--- src/rtl/biriscv_issue_sched.sv ---
// biriscv_issue_sched: in-order dual-issue scheduler with divider scoreboard; define BIRISCV_SINGLE_ISSUE_EN to limit issue to one per cycle
module biriscv_issue_sched #(
  parameter int unsigned DIV_LATENCY = 34,
  parameter bit SUPPORT_MULDIV = 1'b1
) (
  input  logic       clk_i,
  input  logic       rst_i,
  input  logic       slot0_valid_i,
  input  logic       slot0_lsu_i,
  input  logic       slot0_mul_i,
  input  logic       slot0_div_i,
  input  logic       slot0_csr_i,
  input  logic       slot0_branch_i,
  input  logic       slot0_invalid_i,
  input  logic       slot0_rd_valid_i,
  input  logic [4:0] slot0_rd_i,
  input  logic [4:0] slot0_rs1_i,
  input  logic [4:0] slot0_rs2_i,
  input  logic       slot1_valid_i,
  input  logic       slot1_lsu_i,
  input  logic       slot1_mul_i,
  input  logic       slot1_div_i,
  input  logic       slot1_csr_i,
  input  logic       slot1_branch_i,
  input  logic       slot1_invalid_i,
  input  logic       slot1_rd_valid_i,
  input  logic [4:0] slot1_rd_i,
  input  logic [4:0] slot1_rs1_i,
  input  logic [4:0] slot1_rs2_i,
  input  logic       stall_i,
  input  logic       flush_i,
  output logic       slot0_accept_o,
  output logic       slot1_accept_o,
  output logic       issue0_valid_o,
  output logic       issue1_valid_o,
  output logic       div_busy_o,
  output logic [4:0] div_rd_o
);
  typedef enum logic {IDLE, BUSY} state_t;
  state_t     state_q;
  logic [5:0] count_q;
  logic [4:0] div_rd_q, div_rd_d;
  logic       issue0_q, issue1_q;
  logic       busy, stall_div0, stall_div1, md0, md1, raw, pair_bad, can0, can1, div_start;
  logic       unused_branch1;
  // Hazard detection, pairing legality and the combinational pop decision
  always_comb begin
    busy       = state_q == BUSY;
    stall_div0 = busy & (slot0_div_i | (div_rd_q != 5'd0 & (slot0_rs1_i == div_rd_q | slot0_rs2_i == div_rd_q | (slot0_rd_valid_i & slot0_rd_i == div_rd_q))));
    stall_div1 = busy & (slot1_div_i | (div_rd_q != 5'd0 & (slot1_rs1_i == div_rd_q | slot1_rs2_i == div_rd_q | (slot1_rd_valid_i & slot1_rd_i == div_rd_q))));
    md0        = slot0_mul_i | slot0_div_i;
    md1        = slot1_mul_i | slot1_div_i;
    raw        = slot0_rd_valid_i & slot0_rd_i != 5'd0 &
                 (slot0_rd_i == slot1_rs1_i | slot0_rd_i == slot1_rs2_i | (slot1_rd_valid_i & slot0_rd_i == slot1_rd_i));
    pair_bad   = (slot0_lsu_i & slot1_lsu_i) | (md0 & md1) | slot0_csr_i | slot1_csr_i |
                 slot0_invalid_i | slot1_invalid_i | slot0_branch_i | raw | (!SUPPORT_MULDIV & (md0 | md1));
    can0       = slot0_valid_i & !stall_i & !flush_i & !stall_div0;
    can1       = slot1_valid_i & !stall_i & !flush_i & !stall_div1 & (can0 ? !pair_bad : !slot0_valid_i);
`ifdef BIRISCV_SINGLE_ISSUE_EN
    can1       = can1 & !slot0_valid_i;
`endif
    div_start  = SUPPORT_MULDIV & ((can0 & slot0_div_i) | (can1 & slot1_div_i));
    div_rd_d   = (can0 & slot0_div_i) ? (slot0_rd_valid_i ? slot0_rd_i : 5'd0)
                                      : (slot1_rd_valid_i ? slot1_rd_i : 5'd0);
  end
  // Branch class on slot1 never restricts pairing; only slot0 branches end a pair
  assign unused_branch1 = slot1_branch_i;
  // Divider FSM and registered issue strobes
  always_ff @(posedge clk_i or posedge rst_i) begin
    if (rst_i) begin
      state_q  <= IDLE;
      count_q  <= '0;
      div_rd_q <= '0;
      issue0_q <= 1'b0;
      issue1_q <= 1'b0;
    end else begin
      issue0_q <= can0;
      issue1_q <= can1;
      if (state_q == IDLE) begin
        if (div_start) begin
          state_q  <= BUSY;
          count_q  <= 6'(DIV_LATENCY - 1);
          div_rd_q <= div_rd_d;
        end
      end else if (count_q == 6'd0) begin
        state_q  <= IDLE;
        div_rd_q <= '0;
      end else begin
        count_q <= count_q - 6'd1;
        if (flush_i) div_rd_q <= '0;
      end
    end
  end
  assign slot0_accept_o = can0;
  assign slot1_accept_o = can1;
  assign issue0_valid_o = issue0_q;
  assign issue1_valid_o = issue1_q;
  assign div_busy_o     = state_q == BUSY;
  assign div_rd_o       = div_rd_q;
endmodule

--- config.mk ---
export PLATFORM = sky130hd
export DESIGN_NAME = biriscv_issue_sched
export DESIGN_NICKNAME = d
export VERILOG_FILES = /design/src/rtl/biriscv_issue_sched.sv
export SDC_FILE = /design/constraint.sdc
export NUM_CORES = 1
export LEC_CHECK = 0
export BUFFER_PORTS_ARGS = -buffer_cell sky130_fd_sc_hd__buf_2
export CORE_ASPECT_RATIO = 1.5
export CORE_UTILIZATION = 44
export DETAILED_ROUTE_END_ITERATION = 8
export GPL_TIMING_DRIVEN = 1
export PLACE_DENSITY = 0.74
export SETUP_SLACK_MARGIN = 0.3
export SYNTH_ARGS = -nofsm -noshare
export SYNTH_HDL_FRONTEND = slang
export SYNTH_SLANG_ARGS = --single-unit
--- constraint.sdc ---
create_clock -name clk_i -period 1.95 [get_ports clk_i]
set_input_delay 0.39 -clock clk_i [delete_from_list [all_inputs] [get_ports clk_i]]
set_output_delay 0.39 -clock clk_i [all_outputs]
set_load 0.02 [all_outputs]
==> run summary <==
Slew Limit Fails -> 0
maximum vdd drop -> 0.4817 mV
worst hold path type -> in2async
Syn Nets -> 231
die span in y -> 73.52 um
CP Capture Type -> primary output
total track usage -> 23.76%
Req. time, crit path -> 1560 ps
FF-to-FF End -> div_rd_o[1]
Tot Pwr -> 1.671 mW
share of power burned in registers -> 30.1%
Total Negative Setup Slacks -> -563.5 ps
initial core utilization -> 47.02%
Pwr Density -> 747.0 nW/um^2
leakage power -> 1.016 nW
Die X -> 49.68 um
ANT cells -> 0
Switching Power -> 0.6678 mW
core area -> 3191 um^2
Max clock buf depth -> 2
Internal Power -> 1.003 mW
vias in the first global route -> 1427
fin crit share -> 117.0%
GR Overflow Total -> 0
placed wire-length estimate -> 3344 um
TritonCTS Sinks -> 14
GPL Wtd Cong -> 0.7950
worst skew pair latency -> 240 ps
Clk pin slew, worst setup/hold paths -> 60 ps
crit path launch type -> flip-flop
router iterations before antenna repair -> 4
fmax -> 0.4382 GHz
Layout Cells excl Fill -> 296
Crit Path Category -> reg2out
ys async rst share -> 100.0%
post-synthesis cell type count -> 39
Root Driver -> clkbuf_8
largest net degree at the start of global routing -> 15
Warnings, synthesis -> 0
commonest non-fill, non-tap cell in the layout -> buf_2
CP max FO -> 6
Via density -> 5.193
TritonCTS clock tree -> built
register area share after synthesis -> 23.35%
violation count after the first detailed-route iteration -> 36
max-cap check violation count -> 0
Port Buffers -> 58
reg2reg path depth -> 6
Syn Inst Count -> 179
post-synthesis cell area -> 1500 um^2
clock power share -> 16.9%
Final WS setup -> -331.9 ps
register-to-register setup slack -> 300 ps
violated checks -> negative setup slack
Max Clock Skew -> 2.611 ps
Num CTS Buffers -> 3
FP Rows -> 25
Tmin final -> 2282 ps
final hold vios -> 0
arrival time worst endpoint -> 1890 ps
number of antenna violations at the first check in global routing -> 0
H-tree depth -> 1
slew margin rel. -> 63.17%
Slew @ Worst Pin -> 551.8 ps
per-cell routed wire length -> 14.41 um
vias after detailed routing -> 1537
Final ANT Viol Nets -> 0
Synth top area share -> 23.35%
synth top area cells -> dfrtp_1 (23%), xnor2_1 (13%), xor2_1 (13%)
Sw Share -> 39.96%
Avg Cell Area, Syn -> 8.381 um^2
IO Count -> 60
Post-layout nets -> 309
Final setup viols -> 2
aggregate routed wire length -> 4265 um
dominant cell type by area after synthesis -> dfrtp_1
RSZ-0062 raised after global routing -> yes
Gate power share -> 53.0%
ys flop type -> dfrtp_1
drc violations -> 0
status -> finished, violations left
most frequent cells in the layout -> buf_2 (53), buf_4 (23), xor2_1 (22), xnor2_1 (19), nand2_1 (14)
Yosys reg bits -> 14
full die area -> 3652 um^2
global-route wire length before repair -> 6541 um
placed cell count -> 291
Layout area overhead -> 49.12%
EDFF count, synth -> 0
share of cells above drive strength 1 -> 50.78%
fill cell count -> 269
reg2reg start -> div_busy_o
-- metrics by stage --
step | cell area (um^2) | hold WS, ps | setup slack, ps | util (%)
after CTS | 2150 | 195.3 | -373.1 | 67.37
after global placement | 2019 | 450.0 | -201.7 | 63.29
after floorplan | 1595 | 278.9 | -99.38 | -
final | 2237 | 184.6 | -331.9 | 70.12
after detailed placement | 2019 | 459.4 | -225.6 | 63.29
after global routing | 2237 | 226.5 | -388.7 | 70.12
-- registers in the layout (all words and copies together), names as in the netlist --
| name | count |
|---|---|
| count_q | 6 |
| div_rd_o | 5 |
| div_busy_o | 1 |
| issue0_valid_o | 1 |
| issue1_valid_o | 1 |
-- timing repair --
| action | in CTS | in global routing |
|---|---|---|
| hold endpoints to repair | 0 | 0 |
| setup endpoints to repair | 12 | 16 |
| hold buffers | 0 | 0 |
| gates resized for setup | 18 | 20 |
| pin swaps | 10 | 6 |
| setup buffers | 1 | 0 |
-- critical path: stages (launching register included) --
cell and delay, ps:
dfrtp_2 470, xor2_1 180, nor4_1 280, nand3_1 150, a31oi_2 190, a21oi_1 60
and3_4 190, buf_6 120
-- power by group through the flow --
stage / registers, mW / clock network (mW) / logic, mW
after floorplan: 0.468 / 0 / 0.592
final: 0.503 / 0.283 / 0.885
after global routing: 0.516 / 0.305 / 0.962
after global placement: 0.498 / 0 / 0.806
after detailed placement: 0.500 / 0 / 0.826
after CTS: 0.496 / 0.287 / 0.847
-- logic make-up after synthesis --
logic type / Yosys count / synth area share [%]
adders and majority gates: 2 / 1.668
xor gates and xnor gates: 45 / 26.27
buffers and inverters: 23 / 6.589
muxes: 4 / 2.752
DFF: 14 / 23.35
AOI/OAI and AO/OA: 38 / 21.85
and+or+nand+nor: 53 / 17.52
-- how the worst max path moves through the flow --
stage / start / end / slack (ps) / cells after the start
after floorplan: slot0_rd_i[2] / slot1_accept_o / -100 / 6
after CTS: div_rd_o[4] / slot1_accept_o / -370 / 8
after detailed placement: slot0_rd_i[4] / slot1_accept_o / -230 / 8
final: div_rd_o[4] / slot1_accept_o / -330 / 7
after global placement: slot0_rd_i[1] / slot1_accept_o / -200 / 7
after global routing: div_rd_o[4] / slot1_accept_o / -390 / 8
-- layer usage --
| metal | vias to the layer above | global-route usage, % | routed length (um) |
|---|---|---|---|
| met5 | - | 0 | 0 |
| met4 | 0 | 10.48 | 23 |
| met3 | 2 | 1.656 | 92 |
| met2 | 37 | 46.40 | 2479 |
| met1 | 720 | 25.48 | 1670 |
| li1 | 778 | - | - |
-- cell usage after synthesis (4+ instances only) --
cell	number
xor2_1	22
a31oi_1	9
o22ai_1	5
nand3_1	9
xnor2_1	23
nor3_1	8
nand2_1	14
nor2_1	8
dfrtp_1	14
clkbuf_1	7
inv_1	10
o32ai_2	5
buf_2	4
a21oi_1	6
-- area by class of cell --
type / count / area (um^2) / share of cell area [%]
repair buffers: 86 / 558.0 / 24.94
multi-input cells: 142 / 1179 / 52.68
clock buffers: 4 / 55.05 / 2.461
flip-flops and latches: 14 / 357.8 / 16.00
inverters: 10 / 37.54 / 1.678
well taps: 40 / 50.05 / 2.237
Power figures use the tool's default switching activity.
